<file path="src/rtl/uart_pkg.sv">
// Shared UART definitions: receive FSM state encoding and frame format constants.
package uart_pkg;

    localparam int DATA_BITS = 8;
    localparam logic PARITY_EVEN = 1'b1;

    typedef enum logic [2:0] {
        IDLE   = 3'd0,
        START  = 3'd1,
        DATA   = 3'd2,
        PARITY = 3'd3,
        STOP   = 3'd4
    } uart_state_t;

endpackage

</file>
<file path="src/rtl/uart_rx_sampler.sv">
// rxd synchronizer, bit-timing counter and sample-point decision for the UART receiver.
// UART_RX_MAJORITY_EN selects a 2-of-3 vote around each sample point instead of a single sample.
module uart_rx_sampler #(
    parameter int CLKS_PER_BIT = 16
) (
    input  logic clk,
    input  logic reset,
    input  logic rxd,
    input  logic cnt_clr,
    input  logic half_bit,
    output logic rxd_s,
    output logic sample_tick,
    output logic sample_bit
);

    localparam int CW = $clog2(CLKS_PER_BIT);

    logic          rxd_m;
    logic [CW-1:0] cnt;
    logic [CW-1:0] target;

    // preset high so reset release never looks like a start bit
    always_ff @(posedge clk or negedge reset) begin
        if (!reset) begin
            rxd_m <= 1'b1;
            rxd_s <= 1'b1;
        end else begin
            rxd_m <= rxd;
            rxd_s <= rxd_m;
        end
    end

    assign target      = half_bit ? CW'(CLKS_PER_BIT / 2 - 1) : CW'(CLKS_PER_BIT - 1);
    assign sample_tick = (cnt == target);

    always_ff @(posedge clk or negedge reset) begin
        if (!reset) begin
            cnt <= '0;
        end else if (cnt_clr || sample_tick) begin
            cnt <= '0;
        end else begin
            cnt <= cnt + 1'b1;
        end
    end

`ifdef UART_RX_MAJORITY_EN
    logic rxd_d;

    always_ff @(posedge clk or negedge reset) begin
        if (!reset) begin
            rxd_d <= 1'b1;
        end else begin
            rxd_d <= rxd_s;
        end
    end

    // rxd_m is next cycle's rxd_s, so the vote covers mid-1/mid/mid+1 without delaying the tick
    assign sample_bit = (rxd_d & rxd_s) | (rxd_s & rxd_m) | (rxd_d & rxd_m);
`else
    assign sample_bit = rxd_s;
`endif

endmodule

</file>
<file path="src/rtl/uart_rx_fsm.sv">
// UART receive engine: 8 data bits LSB first, even parity, one stop bit.
// Optional UART_RX_MAJORITY_EN enables majority-vote sampling in uart_rx_sampler.
//
// state  | meaning
// IDLE   | line idle; waits for rxd_s high (armed) then low
// START  | checks mid start bit; a 1 is a glitch and aborts
// DATA   | shifts in 8 data bits at mid-bit
// PARITY | samples parity bit and computes parity error
// STOP   | samples stop bit, then publishes the byte one clk later
module uart_rx_fsm
    import uart_pkg::*;
#(
    parameter int CLKS_PER_BIT = 16
) (
    input  logic                 clk,
    input  logic                 reset,
    input  logic                 rxd,
    output logic [DATA_BITS-1:0] rx_data,
    output logic                 rx_valid,
    output logic                 parity_err,
    output logic                 frame_err,
    output logic                 busy
);

    uart_state_t          state;
    logic [2:0]           bit_cnt;
    logic [DATA_BITS-1:0] shift;
    logic                 parity_nxt;
    logic                 frame_nxt;
    logic                 stop_done;
    logic                 armed;
    logic                 rxd_s;
    logic                 sample_tick;
    logic                 sample_bit;

    uart_rx_sampler #(
        .CLKS_PER_BIT(CLKS_PER_BIT)
    ) u_sampler (
        .clk        (clk),
        .reset      (reset),
        .rxd        (rxd),
        .cnt_clr    (state == IDLE),
        .half_bit   (state == START),
        .rxd_s      (rxd_s),
        .sample_tick(sample_tick),
        .sample_bit (sample_bit)
    );

    always_ff @(posedge clk or negedge reset) begin
        if (!reset) begin
            state      <= IDLE;
            bit_cnt    <= '0;
            shift      <= '0;
            parity_nxt <= 1'b0;
            frame_nxt  <= 1'b0;
            stop_done  <= 1'b0;
            armed      <= 1'b0;
            rx_data    <= '0;
            rx_valid   <= 1'b0;
            parity_err <= 1'b0;
            frame_err  <= 1'b0;
            busy       <= 1'b0;
        end else begin
            rx_valid <= 1'b0;
            case (state)
                IDLE: begin
                    if (rxd_s) begin
                        armed <= 1'b1;
                    end
                    if (armed && !rxd_s) begin
                        state <= START;
                        busy  <= 1'b1;
                    end
                end
                START: begin
                    if (sample_tick) begin
                        if (sample_bit) begin
                            state <= IDLE;
                            busy  <= 1'b0;
                        end else begin
                            state <= DATA;
                        end
                    end
                end
                DATA: begin
                    if (sample_tick) begin
                        shift   <= {sample_bit, shift[DATA_BITS-1:1]};
                        bit_cnt <= bit_cnt + 1'b1;
                        if (bit_cnt == 3'(DATA_BITS - 1)) begin
                            state <= PARITY;
                        end
                    end
                end
                PARITY: begin
                    if (sample_tick) begin
                        parity_nxt <= (^shift) ^ sample_bit ^ ~PARITY_EVEN;
                        state      <= STOP;
                    end
                end
                STOP: begin
                    if (stop_done) begin
                        rx_data    <= shift;
                        parity_err <= parity_nxt;
                        frame_err  <= frame_nxt;
                        rx_valid   <= 1'b1;
                        busy       <= 1'b0;
                        stop_done  <= 1'b0;
                        state      <= IDLE;
                        if (rxd_s) begin
                            armed <= 1'b1;
                        end
                    end else if (sample_tick) begin
                        frame_nxt <= ~sample_bit;
                        // a break (stop sampled 0) must see the line high again before re-arming
                        armed     <= sample_bit;
                        stop_done <= 1'b1;
                    end
                end
                default: begin
                    state <= IDLE;
                    busy  <= 1'b0;
                end
            endcase
        end
    end

endmodule

</file>
<file path="config.mk">
export PLATFORM = sky130hd
export DESIGN_NAME = uart_rx_fsm
export DESIGN_NICKNAME = d
export VERILOG_FILES = /design/src/rtl/uart_pkg.sv /design/src/rtl/uart_rx_sampler.sv /design/src/rtl/uart_rx_fsm.sv
export SDC_FILE = /design/constraint.sdc
export NUM_CORES = 1
export LEC_CHECK = 0
export BUFFER_PORTS_ARGS = -buffer_cell sky130_fd_sc_hd__buf_2
export CORE_ASPECT_RATIO = 0.5
export CORE_UTILIZATION = 54
export CTS_CLUSTER_SIZE = 8
export DETAILED_ROUTE_END_ITERATION = 10
export HOLD_SLACK_MARGIN = 0.02
export PLACE_DENSITY = 0.71
export SLEW_MARGIN = 10
export SYNTH_ARGS = -nofsm -noshare
export SYNTH_HDL_FRONTEND = slang
export SYNTH_HIERARCHICAL = 1
export SYNTH_SLANG_ARGS = --single-unit
</file>
<file path="constraint.sdc">
create_clock -name clk -period 2.75 [get_ports clk]
set_input_delay 0.1375 -clock clk [delete_from_list [all_inputs] [get_ports clk]]
set_output_delay 0.1375 -clock clk [all_outputs]
set_load 0.02 [all_outputs]
</file>
After elaboration in Yosys (flattened, before gate mapping). Cells that the tools add are included.

Register bits: 36. Input port bits: 3. Output and inout port bits: 12.

Add/sub/neg operators: 2. Eq/ne operators: 14. Mux-type cells: 23. Bitwise operators: 4. Reductions and logical operators: 14.

Operator list (number): two-way mux 3 bit (6); one-hot mux 3 bit (5 select lines) (1); two-way mux 1 bit (11); != test 2 bit (second input constant) (5); two-way mux 4 bit (2); AND reduction 2 bit (4); XOR reduction 8 bit (1); equality test 3 x 2 -> 1 bit (second input constant) (2); equality test 3 bit (second input constant) (2); AND reduction 6 bit (1); AND reduction 5 bit (1); adder 4 x 1 -> 4 bit (second input constant) (1); equality test 4 bit (1); != test 2 x 1 -> 1 bit (second input constant) (2); one-hot mux 1 bit (4 select lines) (1); adder 3 x 1 -> 3 bit (second input constant) (1); equality test 3 x 1 -> 1 bit (second input constant) (1); zero test 3 bit (1); != test 3 x 2 -> 1 bit (second input constant) (1); NOT 1 bit (3); AND reduction 3 bit (1); two-way mux 2 bit (1); one-hot mux 1 bit (2 select lines) (1); nonzero test 2 bit (1); 5 further kinds (5).

Longest topological paths before layout. Gate-level depths: netlist of the first run.

Word-level depth: 6. Mapped depth: 8. Depth with buffers taken out: 7.

By module. Netlist of the first run, hierarchy kept.

Modules (own cells, without submodules): uart_rx_fsm (times used 1, cells an instance 102, area each 1332.5 um^2, sequential area each 750.7 um^2); uart_rx_sampler (times used 1, cells an instance 19, area each 241.5 um^2, sequential area each 152.6 um^2).

Worst setup path after synthesis of the first run. Ideal clock, no wire load.

Kind: register to register. From: register state[1]. To: register bit_cnt[1]. Arrival time: 1.922 ns. Required time: 2.625 ns. Slack: 0.703 ns. Stages on the path, launching flop included: 9. Buffers on the path: 2. Cell sequence: dfrtp_1 -> buf_4 -> nor3b_1 -> xor2_1 -> and3_2 -> nand2_1 -> nor3_2 -> buf_6 -> mux2_2.

Longest elaborated chain between the ends: 4.

Ends and longest elaborated chain: start: declaration (RTL line uart_rx_fsm.sv:25) `uart_state_t state;`; start signal: assignment (RTL line uart_rx_fsm.sv:51) `state <= IDLE;`; start signal: assignment (RTL line uart_rx_fsm.sv:71) `state <= START;`; start signal: assignment (RTL line uart_rx_fsm.sv:78) `state <= IDLE;`; equality test 3 x 1 -> 1 bit (RTL line uart_rx_fsm.sv:43) `.half_bit (state == START),`; two-way mux 4 bit (RTL line uart_rx_sampler.sv:33) `assign target = half_bit ? CW'(CLKS_PER_BIT / 2 - 1) : CW'(CLKS_PER_BIT - 1);`; equality test 4 bit (RTL line uart_rx_sampler.sv:34) `assign sample_tick = (cnt == target);`; net sample_tick (RTL line uart_rx_fsm.sv:33) `logic sample_tick;`; AND reduction 2 bit (no line); end signal: assignment (RTL line uart_rx_fsm.sv:88) `bit_cnt <= bit_cnt + 1'b1;`; end: declaration (RTL line uart_rx_fsm.sv:26) `logic [2:0] bit_cnt;`.

The timed path passes the listed nets, and every way through them passes these cells. A chain may end at the register's enable or synchronous reset.

Final worst setup path of the first run.
From: register state[0]. To: register shift[0].

Longest elaborated chain between the ends: 4.

Ends and longest elaborated chain: equality test 3 x 1 -> 1 bit (RTL line uart_rx_fsm.sv:43); two-way mux 4 bit (RTL line uart_rx_sampler.sv:33); equality test 4 bit (RTL line uart_rx_sampler.sv:34); net sample_tick (RTL line uart_rx_fsm.sv:33); AND reduction 2 bit (no line); end signal: assignment (RTL line uart_rx_fsm.sv:87) `shift <= {sample_bit, shift[DATA_BITS-1:1]};`; end: declaration (RTL line uart_rx_fsm.sv:27) `logic [DATA_BITS-1:0] shift;`.

The timed path passes the listed nets, and every way through them passes these cells.

==> results.rst, run 1 <==
.. list-table::
   :header-rows: 1

   * - Metric
     - Value
   * - Fin area
     - around 1800 um2
   * - Initial drt markers
     - 49
   * - Cell-by-cell trace of the critical path
     - nor3b_1 -> xor2_1 -> and3_2 -> nand2_1 -> nor3_2 -> buf_4 -> mux2_2
   * - Number of enable-type register cells in the synthesized netlist
     - 0
   * - Worst hold path startpoint
     - u_sampler/rxd_m
   * - CTS sink cnt
     - 36
   * - Seq/Total Area, Yosys
     - 57.4%
   * - Count of max-cap constraint violations
     - 0
   * - Crit. End Element
     - flip-flop
   * - Most common cell after layout, fill and taps aside
     - dfrtp_1
   * - Netlist cell types
     - 31
   * - CTS tree
     - yes
   * - Area of the mapped netlist
     - 1570 um2
   * - Fin crit share
     - 80.2%
   * - Sequential cell area
     - 903 um2
   * - CP delay by family, top
     - simple AND/OR/NAND/NOR gates
   * - Inserted Clock Buffers
     - 5
   * - Area share of the leading cell type in the synthesized netlist
     - 54.1%
   * - Placed Instance Area
     - between 1500 and 2000 um2
   * - Most common flop cell mapped by yosys
     - dfrtp_1
   * - Fin nets
     - approximately 150
   * - TNS Setup
     - 0 ps
   * - Number of iterations in the first detailed-routing pass
     - 4
   * - Setup repair bufs after CTS
     - 0
   * - Layout Area Growth over Synthesis
     - 12.3%
   * - Critical path start-end classification
     - flip-flop to flip-flop
   * - Post-detail-place hpwl
     - ~1600 um
   * - Worst path buffer plus inverter count
     - 1
   * - Clock tree root buffer cell
     - clkbuf_8
   * - Number of inserted filler cells in the final layout
     - between 200 and 250
   * - Post-Syn Nets
     - 127
   * - Number of instances in the synthesized netlist
     - 121
   * - Reg2reg start
     - state[0]
   * - Die Area
     - roughly 3100 um2
   * - Crit path arrival time
     - 2380 ps
   * - Final Hold Viols
     - 0
   * - Top fanout value on the critical path
     - 12
   * - Antenna violations before repair
     - 0
   * - Startpoint types
     - flip-flop
   * - Top area cells in the synthesized netlist
     - dfrtp_1 (54%), mux2_2 (15%), dfstp_2 (3.3%)
   * - Peak per-stage delay on the critical path
     - 560 ps
   * - Routability congestion estimate from global placement
     - ~0.74
   * - Effective utilization at floorplan
     - 58.6%
   * - Count of hold-fix buffers inserted at cts
     - 2
   * - Clock H-tree levels
     - 2
   * - Clock insertion delay at the later pin of the skew report
     - 280 ps
   * - Placeable core region
     - 2680 um2
   * - Number of placement rows
     - 13
   * - Top-level port count
     - 15
   * - Max rail drop VDD
     - 448 uV
   * - Global-route wire length before repair
     - 4080 um
   * - Cell leakage power
     - 0.000911 uW
   * - Port Buffers
     - 14
   * - Width of the die
     - approximately 78 um
   * - Tightest Pin Transition
     - 780 ps
   * - Clock slew at the register clock pins of the worst setup and hold paths
     - 70 ps
   * - Max-slew violation count
     - 0
   * - Area used by multi-input combinational logic
     - 619 um2
   * - Async set-reset flop share out of synthesis
     - 100%
   * - Final clock skew
     - 3.75 ps
   * - Average cell area after synthesis
     - between 10 and 15 um2
   * - Startpoint of the most critical setup path
     - state[0]
   * - Routed via count
     - 922
   * - Via count normalized by instance count
     - 5.21
   * - Flop and latch count out of synthesis
     - 36
   * - Proportion of layout cells with a drive suffix above 1
     - 35.7%
   * - Number of nets with antenna violations after routing
     - 0
   * - Maximum count of clock buffers along a single path
     - 2
   * - Vertical die dimension
     - ~40 um
   * - Via count of the first global-routing pass
     - 864
   * - Tightest Hold Check Type
     - flip-flop to flip-flop
   * - Number of antenna cells inserted
     - 0
   * - Tot GR Track Use
     - between 10% and 20%
   * - Routed len/inst
     - 14.0 um
   * - Yosys Warn Count
     - 6
   * - Critical-path cell with the highest stage delay
     - dfrtp_1
   * - Max-slew headroom at the worst pin
     - between 40% and 50%
   * - Highest-count cells in the layout ignoring fill and taps
     - dfrtp_1 (34), mux2_2 (21), buf_2 (14)
   * - CP Data Required Time
     - about 3000 ps
   * - Final worst path period need
     - 2210 ps
   * - Finish-stage setup viols
     - 0
   * - Number of instances resized during post-cts repair
     - 0
   * - Maximum clock rate
     - 453 MHz
   * - GRT overflow
     - 0
   * - Maximum number of pins on one net before global-route repair
     - 37
   * - P per Cell Area
     - 705 nW/um2
   * - Result of the run
     - finished clean
   * - Unrepaired setup endpoints after global routing
     - false
   * - DRC viols
     - 0
   * - Overall routed net length
     - 2480 um
   * - Top cell type by total area after synthesis
     - dfrtp_1
-- worst register-to-register path, delay by kind of cell, from the launching register on --
kind	cells	cell delay (ps)
buffers and inverters	1	220
xor gates and xnor gates	1	200
DFF	1	560
muxes	1	360
and+or+nand+nor	4	770
-- cells in the mapped netlist (3+ instances only) --
cell type and n:
a21oi_1 3, buf_4 3, dfrtp_1 34, ha_1 3, mux2_2 21, nand2_1 9
nor2_1 7, nor3_1 3, o21ai_0 3, xnor2_1 6, xor2_1 4
-- path summary, 6_finish.rpt --
path                                    endpoint  slack, ps  cells after the start
worst max-delay path                    shift[0]        540                      7
worst min-delay path             u_sampler/rxd_s        360                      0
worst max register to register          shift[0]        540                      7
worst min register to register   u_sampler/rxd_s        360                      0
max in group asynchronous             rx_data[2]       1790                      2
min in group asynchronous       u_sampler/cnt[0]        460                      2
-- kinds of logic after synthesis --
family	count (synthesis)	share of synthesized area, %
simple gates	30	9.62
fa+ha+maj	3	2.38
xor+xnor	11	6.99
flops	36	57.4
mux	21	15.0
compound gates	12	5.33
buf+inv	8	3.26
-- cell type report --
type                    instances  area share (%)
clock buffers                   7            4.88
clock inverters                 1           0.425
inverters                       2           0.425
multi-input cells              77            35.0
flip-flops and latches         36            51.1
well taps                      37            2.62
repair buffers                 17            5.52
-- where the power goes --
group          switching [uW]  internal [uW]
combinational             108            102
clock                     181            203
sequential               71.0            581
total                     360            886
-- registers in the layout (all words and copies together) (netlist names) --
name / count
rx_data: 8
shift: 8
u_sampler/cnt: 4
bit_cnt: 3
state: 3
armed: 1
busy: 1
frame_err: 1
frame_nxt: 1
parity_err: 1
parity_nxt: 1
rx_valid: 1
stop_done: 1
u_sampler/rxd_m: 1
u_sampler/rxd_s: 1
-- metrics by stage --
step           power (uW)  instances  worst slack [ps]  utilization (%)  hold WS (ps)
2_1_floorplan         833        121               703                -          -158
3_3_place_gp          863        167               603             61.6           243
3_5_place_dp          870        167               547             61.6           244
4_1_cts              1260        177               532             65.9           358
5_1_grt              1320        177               376             65.9           363
6_report             1250        177               544             65.9           358
-- metal layers --
| layer | track usage [%] | part of all wire, % |
|---|---|---|
| met5 | 0 | 0 |
| met4 | 12.5 | 1.9 |
| met3 | 7.50 | 3.7 |
| met2 | 29.8 | 45 |
| met1 | 22.7 | 49 |
Power figures use the tool's default switching activity.
==> run 2, diff against run 1 <==
- CORE_UTILIZATION: 54 -> 51
- PLACE_DENSITY: 0.71 -> 0.7
- clock period: 2.75 -> 2 ns (I/O delays scaled with it)
==> results.rst, run 2 (synthesis results as in run 1) <==
.. list-table::
   :header-rows: 1

   * - Metric
     - Value
   * - Via count normalized by instance count
     - 5.17 (-0.74%)
   * - Number of inserted filler cells in the final layout
     - 198 (-6.2%)
   * - Final clock skew
     - 4.88 ps (+1.13 ps)
   * - CP Data Required Time
     - 2170 ps (-750 ps)
   * - Placed Instance Area
     - 1690 um2 (+2.3%)
   * - Number of antenna cells inserted
     - 0 (unchanged)
   * - Number of placement rows
     - 13 (unchanged)
   * - Global-route wire length before repair
     - 3950 um (-3.2%)
   * - Unrepaired setup endpoints after global routing
     - false
   * - Post-detail-place hpwl
     - 1620 um (-1.6%)
   * - DRC viols
     - 0 (unchanged)
   * - Final core occ
     - 66.0% (+0.12 points)
   * - Max rail drop VDD
     - 516 uV (+15%)
   * - Crit path arrival time
     - 2080 ps (-300 ps)
   * - Sequential Power Share
     - 47.6% (-4.7 points)
   * - Crit. End Element
     - flip-flop
   * - Die Area
     - 3330 um2 (+5.7%)
   * - Maximum count of clock buffers along a single path
     - 2 (unchanged)
   * - Initial drt markers
     - 44 (-10%)
   * - Via count of the first global-routing pass
     - 868 (+0.46%)
   * - Maximum number of pins on one net before global-route repair
     - 37 (unchanged)
   * - Finish-stage setup viols
     - 0 (unchanged)
   * - Switching Power
     - 516 uW (+43%)
   * - Final worst path period need
     - 1910 ps (-298 ps)
   * - Sw Ratio
     - 28.9% (about the same)
   * - Number of instances resized during post-cts repair
     - 0 (unchanged)
   * - Placeable core region
     - 2750 um2 (+2.4%)
   * - Layout Area Growth over Synthesis
     - 15.3%
   * - Vertical die dimension
     - 41.3 um (+2.8%)
   * - Inserted Clock Buffers
     - 5 (unchanged)
   * - Tightest Pin Transition
     - 790 ps (+10.6 ps)
   * - Maximum clock rate
     - 524 MHz (+16%)
   * - Count of max-cap constraint violations
     - 0 (unchanged)
   * - Internal Dissipation
     - 1270 uW (+43%)
   * - Clock tree root buffer cell
     - clkbuf_8
   * - Tightest Hold Check Type
     - flip-flop to flip-flop
   * - P per Cell Area
     - 983 nW/um2 (+39%)
   * - CTS sink cnt
     - 36 (unchanged)
   * - Routability congestion estimate from global placement
     - 0.726 (-1.8%)
   * - Overall routed net length
     - 2420 um (-2.5%)
   * - Clock H-tree levels
     - 2 (unchanged)
   * - Fin area
     - 1810 um2 (+2.6%)
   * - Routed len/inst
     - 13.3 um (-5.2%)
   * - Clock group share of total power
     - 30.0% (-0.8 points)
   * - GRT overflow
     - 0 (unchanged)
   * - Number of nets with antenna violations after routing
     - 0 (unchanged)
   * - Fin nets
     - 150 (+3.4%)
   * - Top fanout value on the critical path
     - 11 (-1)
   * - Sequential cell area
     - 903 um2 (unchanged)
   * - Depth of the worst register-to-register path
     - 7 (unchanged)
   * - Number of iterations in the first detailed-routing pass
     - 4 (unchanged)
   * - PnR worst setup slack
     - 92.2 ps (-452 ps)
   * - Antenna violations before repair
     - 0 (unchanged)
   * - Max-slew headroom at the worst pin
     - 47.3% (-0.71 points)
   * - Highest-count cells in the layout ignoring fill and taps
     - dfrtp_1 (34), mux2_2 (21), buf_2 (14)
   * - Port Buffers
     - 14 (unchanged)
   * - TNS Setup
     - 0 ps (unchanged)
   * - Clock slew at the register clock pins of the worst setup and hold paths
     - 70 ps (about the same)
   * - Result of the run
     - finished clean
   * - Top-level port count
     - 15 (unchanged)
   * - Placement Setup Slack
     - 99.9 ps (-447 ps)
   * - Final Hold Viols
     - 0 (unchanged)
   * - Fin crit share
     - 95.4% (+15 points)
   * - Max-slew violation count
     - 0 (unchanged)
   * - Routed via count
     - 941 (+2.1%)
   * - Tot GR Track Use
     - 17.8% (-1.2 points)
   * - Critical path start-end classification
     - flip-flop to flip-flop
   * - Worst hold path depth
     - 0 (unchanged)
   * - Startpoint types
     - flip-flop
   * - Area used by multi-input combinational logic
     - 628 um2 (+1.4%)
   * - Proportion of layout cells with a drive suffix above 1
     - 38.6% (+2.9 points)
   * - Overall power consumption
     - 1780 uW (+43%)
   * - Biggest regs
     - rx_data: 8 flops, shift: 8 flops, u_sampler/cnt: 4 flops
   * - Most common cell after layout, fill and taps aside
     - dfrtp_1
   * - Setup slack of the most critical reg-to-reg path
     - 90 ps (-450 ps)
   * - CTS tree
     - yes
   * - Effective utilization at floorplan
     - 57.3% (-1.4 points)
   * - Cell leakage power
     - 0.000938 uW (+3.0%)
   * - Power share of the combinational group
     - 22.5% (+5.7 points)
   * - Clock insertion delay at the later pin of the skew report
     - 290 ps (about the same)
   * - Width of the die
     - 80.6 um (+2.8%)
run 2: changes by cell type in the layout (fill, tap and decap cells not counted), sizes merged:
cell / delta
buf: +5
run 2: worst max-delay path: stages, from the launching register on:
cell and delay [ps]:
dfrtp_1 390, nor3b_2 200, xor2_1 200, and3_4 260, nand2_1 70, nor3_2 100
buf_4 220, mux2_2 360
run 2: power groups by stage:
stage	Combinational (uW)	Sequential [uW]	Clock [uW]
3_3_place_gp	364	862	0
2_1_floorplan	294	861	0
6_report	401	849	534
5_1_grt	457	858	582
4_1_cts	378	849	545
3_5_place_dp	372	862	0
run 2: layer usage:
metal / vias up / GRT usage, % / share of wire (%)
met5: - / 0 / 0
met3: 5 / 7.33 / 4.3
met2: 12 / 26.5 / 42
li1: 466 / - / -
met4: 0 / 10.7 / 1.7
met1: 458 / 22.2 / 52
run 2: per-stage QoR:
step / std cells / hold slack [ps]
2_1_floorplan: 121 / -196
3_3_place_gp: 171 / 205
3_5_place_dp: 171 / 206
4_1_cts: 181 / 358
5_1_grt: 182 / 369
6_report: 182 / 358
run 2: worst paths after layout:
path	start	to
worst max-delay path	state[1]	shift[2]
worst min-delay path	u_sampler/rxd_m	u_sampler/rxd_s
worst max register to register	state[1]	shift[2]
worst min register to register	u_sampler/rxd_m	u_sampler/rxd_s
max in group asynchronous	reset	bit_cnt[2]
min in group asynchronous	reset	frame_err
run 2: area by class of cell:
cell class	count	share of cell area, %
clock buffer	7	4.76
tap	37	2.55
multi-input combinational	77	34.6
timing repair buffer	22	7.45
inverter	2	0.414
sequential	36	49.8
clock inverter	1	0.414
run 2: timing repair:
item                                    CTS  global route
hold buffers                              2             0
endpoints found under the hold margin    35             0
buffers inserted                          0             1
endpoints found under the setup margin    0            10
==> run 3, diff against run 2 <==
- CORE_MARGIN: unset -> 3
- RECOVER_POWER: unset -> 100
==> results.rst, run 3 (synthesis results as in run 1) <==
.. list-table::
   :header-rows: 1

   * - Metric
     - Value
   * - Result of the run
     - finished clean
   * - Placeable core region
     - 2770 um2 (+0.59%)
   * - Top-level port count
     - 15 (unchanged)
   * - CTS tree
     - yes
   * - Area used by multi-input combinational logic
     - 649 um2 (+3.4%)
   * - Worst hold path startpoint
     - u_sampler/rxd_m
   * - Critical path start-end classification
     - flip-flop to flip-flop
   * - Number of nets with antenna violations after routing
     - 0 (unchanged)
   * - GRT overflow
     - 0 (unchanged)
   * - Initial drt markers
     - 49 (+11%)
   * - Width of the die
     - 84.6 um (+5.0%)
   * - Top fanout value on the critical path
     - 5 (-6)
   * - Final clock skew
     - 7.01 ps (+2.13 ps)
   * - Number of iterations in the first detailed-routing pass
     - 4 (unchanged)
   * - Maximum number of pins on one net before global-route repair
     - 37 (unchanged)
   * - Biggest regs
     - rx_data: 8 flops, shift: 8 flops, u_sampler/cnt: 4 flops
   * - Depth of the worst register-to-register path
     - 7 (unchanged)
   * - Inserted Clock Buffers
     - 5 (unchanged)
   * - Final Hold Viols
     - 0 (unchanged)
   * - Number of inserted filler cells in the final layout
     - 221 (+12%)
   * - CTS sink cnt
     - 36 (unchanged)
   * - Routability congestion estimate from global placement
     - 0.739 (+1.8%)
   * - Port Buffers
     - 14 (unchanged)
   * - Reg2reg start
     - state[1]
   * - Clock H-tree levels
     - 2 (unchanged)
   * - Number of placement rows
     - 13 (unchanged)
   * - Unrepaired setup endpoints after global routing
     - true
   * - Clock insertion delay at the later pin of the skew report
     - 280 ps (about the same)
   * - Vertical die dimension
     - 45.3 um (+9.7%)
   * - Maximum clock rate
     - 534 MHz (+1.8%)
   * - Most common cell after layout, fill and taps aside
     - dfrtp_1
   * - Overall routed net length
     - 2560 um (+5.9%)
   * - Count of max-cap constraint violations
     - 0 (unchanged)
   * - Highest-count cells in the layout ignoring fill and taps
     - dfrtp_1 (34), mux2_2 (21), clkbuf_1 (13)
   * - Crit path arrival time
     - 2040 ps (-40 ps)
   * - Worst hold path depth
     - 0 (unchanged)
   * - Crit. End Element
     - flip-flop
   * - Routed via count
     - 972 (+3.3%)
   * - Antenna violations before repair
     - 0 (unchanged)
   * - Setup slack of the most critical reg-to-reg path
     - 130 ps (+30 ps)
   * - DRC viols
     - 0 (unchanged)
   * - CP Data Required Time
     - 2170 ps (about the same)
   * - Die Area
     - 3830 um2 (+15%)
   * - Tightest Pin Transition
     - 880 ps (+89.7 ps)
   * - Finish-stage setup viols
     - 0 (unchanged)
   * - Routed len/inst
     - 13.9 um (+4.1%)
   * - Via count normalized by instance count
     - 5.25 (+1.6%)
   * - Fin nets
     - 153 (+2.0%)
   * - Placed Instance Area
     - 1690 um2 (unchanged)
   * - Via count of the first global-routing pass
     - 918 (+5.8%)
   * - Fin crit share
     - 93.7% (-1.7 points)
   * - P per Cell Area
     - 1010 nW/um2 (+2.6%)
   * - Critical-path cell with the highest stage delay
     - dfrtp_1
   * - Reg-to-reg critical path endpoint
     - shift[7]
   * - Tot GR Track Use
     - 15.4% (-2.4 points)
   * - Tightest Hold Check Type
     - flip-flop to flip-flop
   * - Maximum count of clock buffers along a single path
     - 2 (unchanged)
   * - Peak per-stage delay on the critical path
     - 380 ps (about the same)
   * - TNS Setup
     - 0 ps (unchanged)
   * - Post-detail-place hpwl
     - 1650 um (+2.0%)
   * - Hold endpoint
     - u_sampler/rxd_s
   * - Global-route wire length before repair
     - 4380 um (+11%)
   * - Clock slew at the register clock pins of the worst setup and hold paths
     - 70 ps (about the same)
   * - Number of antenna cells inserted
     - 0 (unchanged)
   * - Max-slew violation count
     - 0 (unchanged)
   * - Clock tree root buffer cell
     - clkbuf_8
   * - Startpoint types
     - flip-flop
   * - Sequential cell area
     - 903 um2 (unchanged)
   * - Max rail drop VDD
     - 504 uV (-2.4%)
   * - Cell-by-cell trace of the critical path
     - nor3b_2 -> xor2_1 -> and3_4 -> nand2_2 -> nor3_4 -> buf_4 -> mux2_2
   * - Final worst path period need
     - 1870 ps (-33.8 ps)
   * - Max-slew headroom at the worst pin
     - 41.3% (-6.0 points)
   * - Fin area
     - 1870 um2 (+3.2%)
   * - Layout Area Growth over Synthesis
     - 19.0%
   * - Proportion of layout cells with a drive suffix above 1
     - 32.4% (-6.2 points)
   * - Cell leakage power
     - 0.000921 uW (-1.8%)
   * - Effective utilization at floorplan
     - 56.9% (-0.34 points)
==> run 3: worst max path at each step <==
stage / slack [ps] / end / depth (start not counted) / start
final: 130 / shift[7] / 7 / state[1]
after CTS: 50 / shift[3] / 7 / state[1]
after floorplan: 20 / bit_cnt[1] / 8 / state[1]
after global routing: -10 / bit_cnt[1] / 7 / state[1]
after detailed placement: 70 / shift[3] / 7 / state[1]
after global placement: 140 / shift[1] / 7 / state[1]
==> run 3: power breakdown <==
group / internal [uW] / switching [uW]
combinational: 191 / 232
clock: 370 / 248
sequential: 799 / 49.2
total: 1360 / 529
==> run 3: critical path, delay by kind of cell (launching register included) <==
| family | cells | cell delay, ps |
|---|---|---|
| flops | 1 | 380 |
| mux | 1 | 330 |
| simple gates | 4 | 670 |
| xor+xnor | 1 | 210 |
| buf+inv | 1 | 180 |
==> run 3: routing by layer <==
| layer | GRT usage (%) | part of all wire, % | vias up | routed length (um) |
|---|---|---|---|---|
| met1 | 21.0 | 51 | 484 | 1310 |
| met5 | 0 | 0 | - | 0 |
| li1 | - | - | 469 | - |
| met4 | 7.57 | 0.98 | 0 | 25 |
| met2 | 22.1 | 44 | 15 | 1130 |
| met3 | 5.46 | 3.8 | 4 | 98 |
==> run 3: cell type report <==
cell class / instances / area share, %
clock buffers: 6 / 3.87
clock inverters: 2 / 1.87
inverters: 2 / 0.401
multi-input cells: 77 / 34.7
flip-flops and latches: 36 / 48.2
well taps: 37 / 2.47
repair buffers: 25 / 8.48
==> run 3: per-stage QoR <==
stage / setup slack (ps) / hold slack, ps / total power [uW] / utilization [%] / instances
3_5_place_dp: 66.7 / 206 / 1240 / 61.2 / 171
3_3_place_gp: 135 / 206 / 1230 / 61.2 / 171
2_1_floorplan: 16.6 / -196 / 1150 / - / 121
5_1_grt: -12.2 / 359 / 2010 / 67.7 / 185
6_report: 126 / 358 / 1890 / 67.7 / 185
4_1_cts: 53.7 / 359 / 1870 / 65.8 / 181
==> run 3: repair_timing <==
| item | in CTS | in global routing |
|---|---|---|
| buffers inserted | 0 | 3 |
| hold endpoints to repair | 35 | 0 |
| hold buffers | 2 | 0 |
| gates resized for setup | 0 | 5 |
| setup endpoints to repair | 0 | 10 |
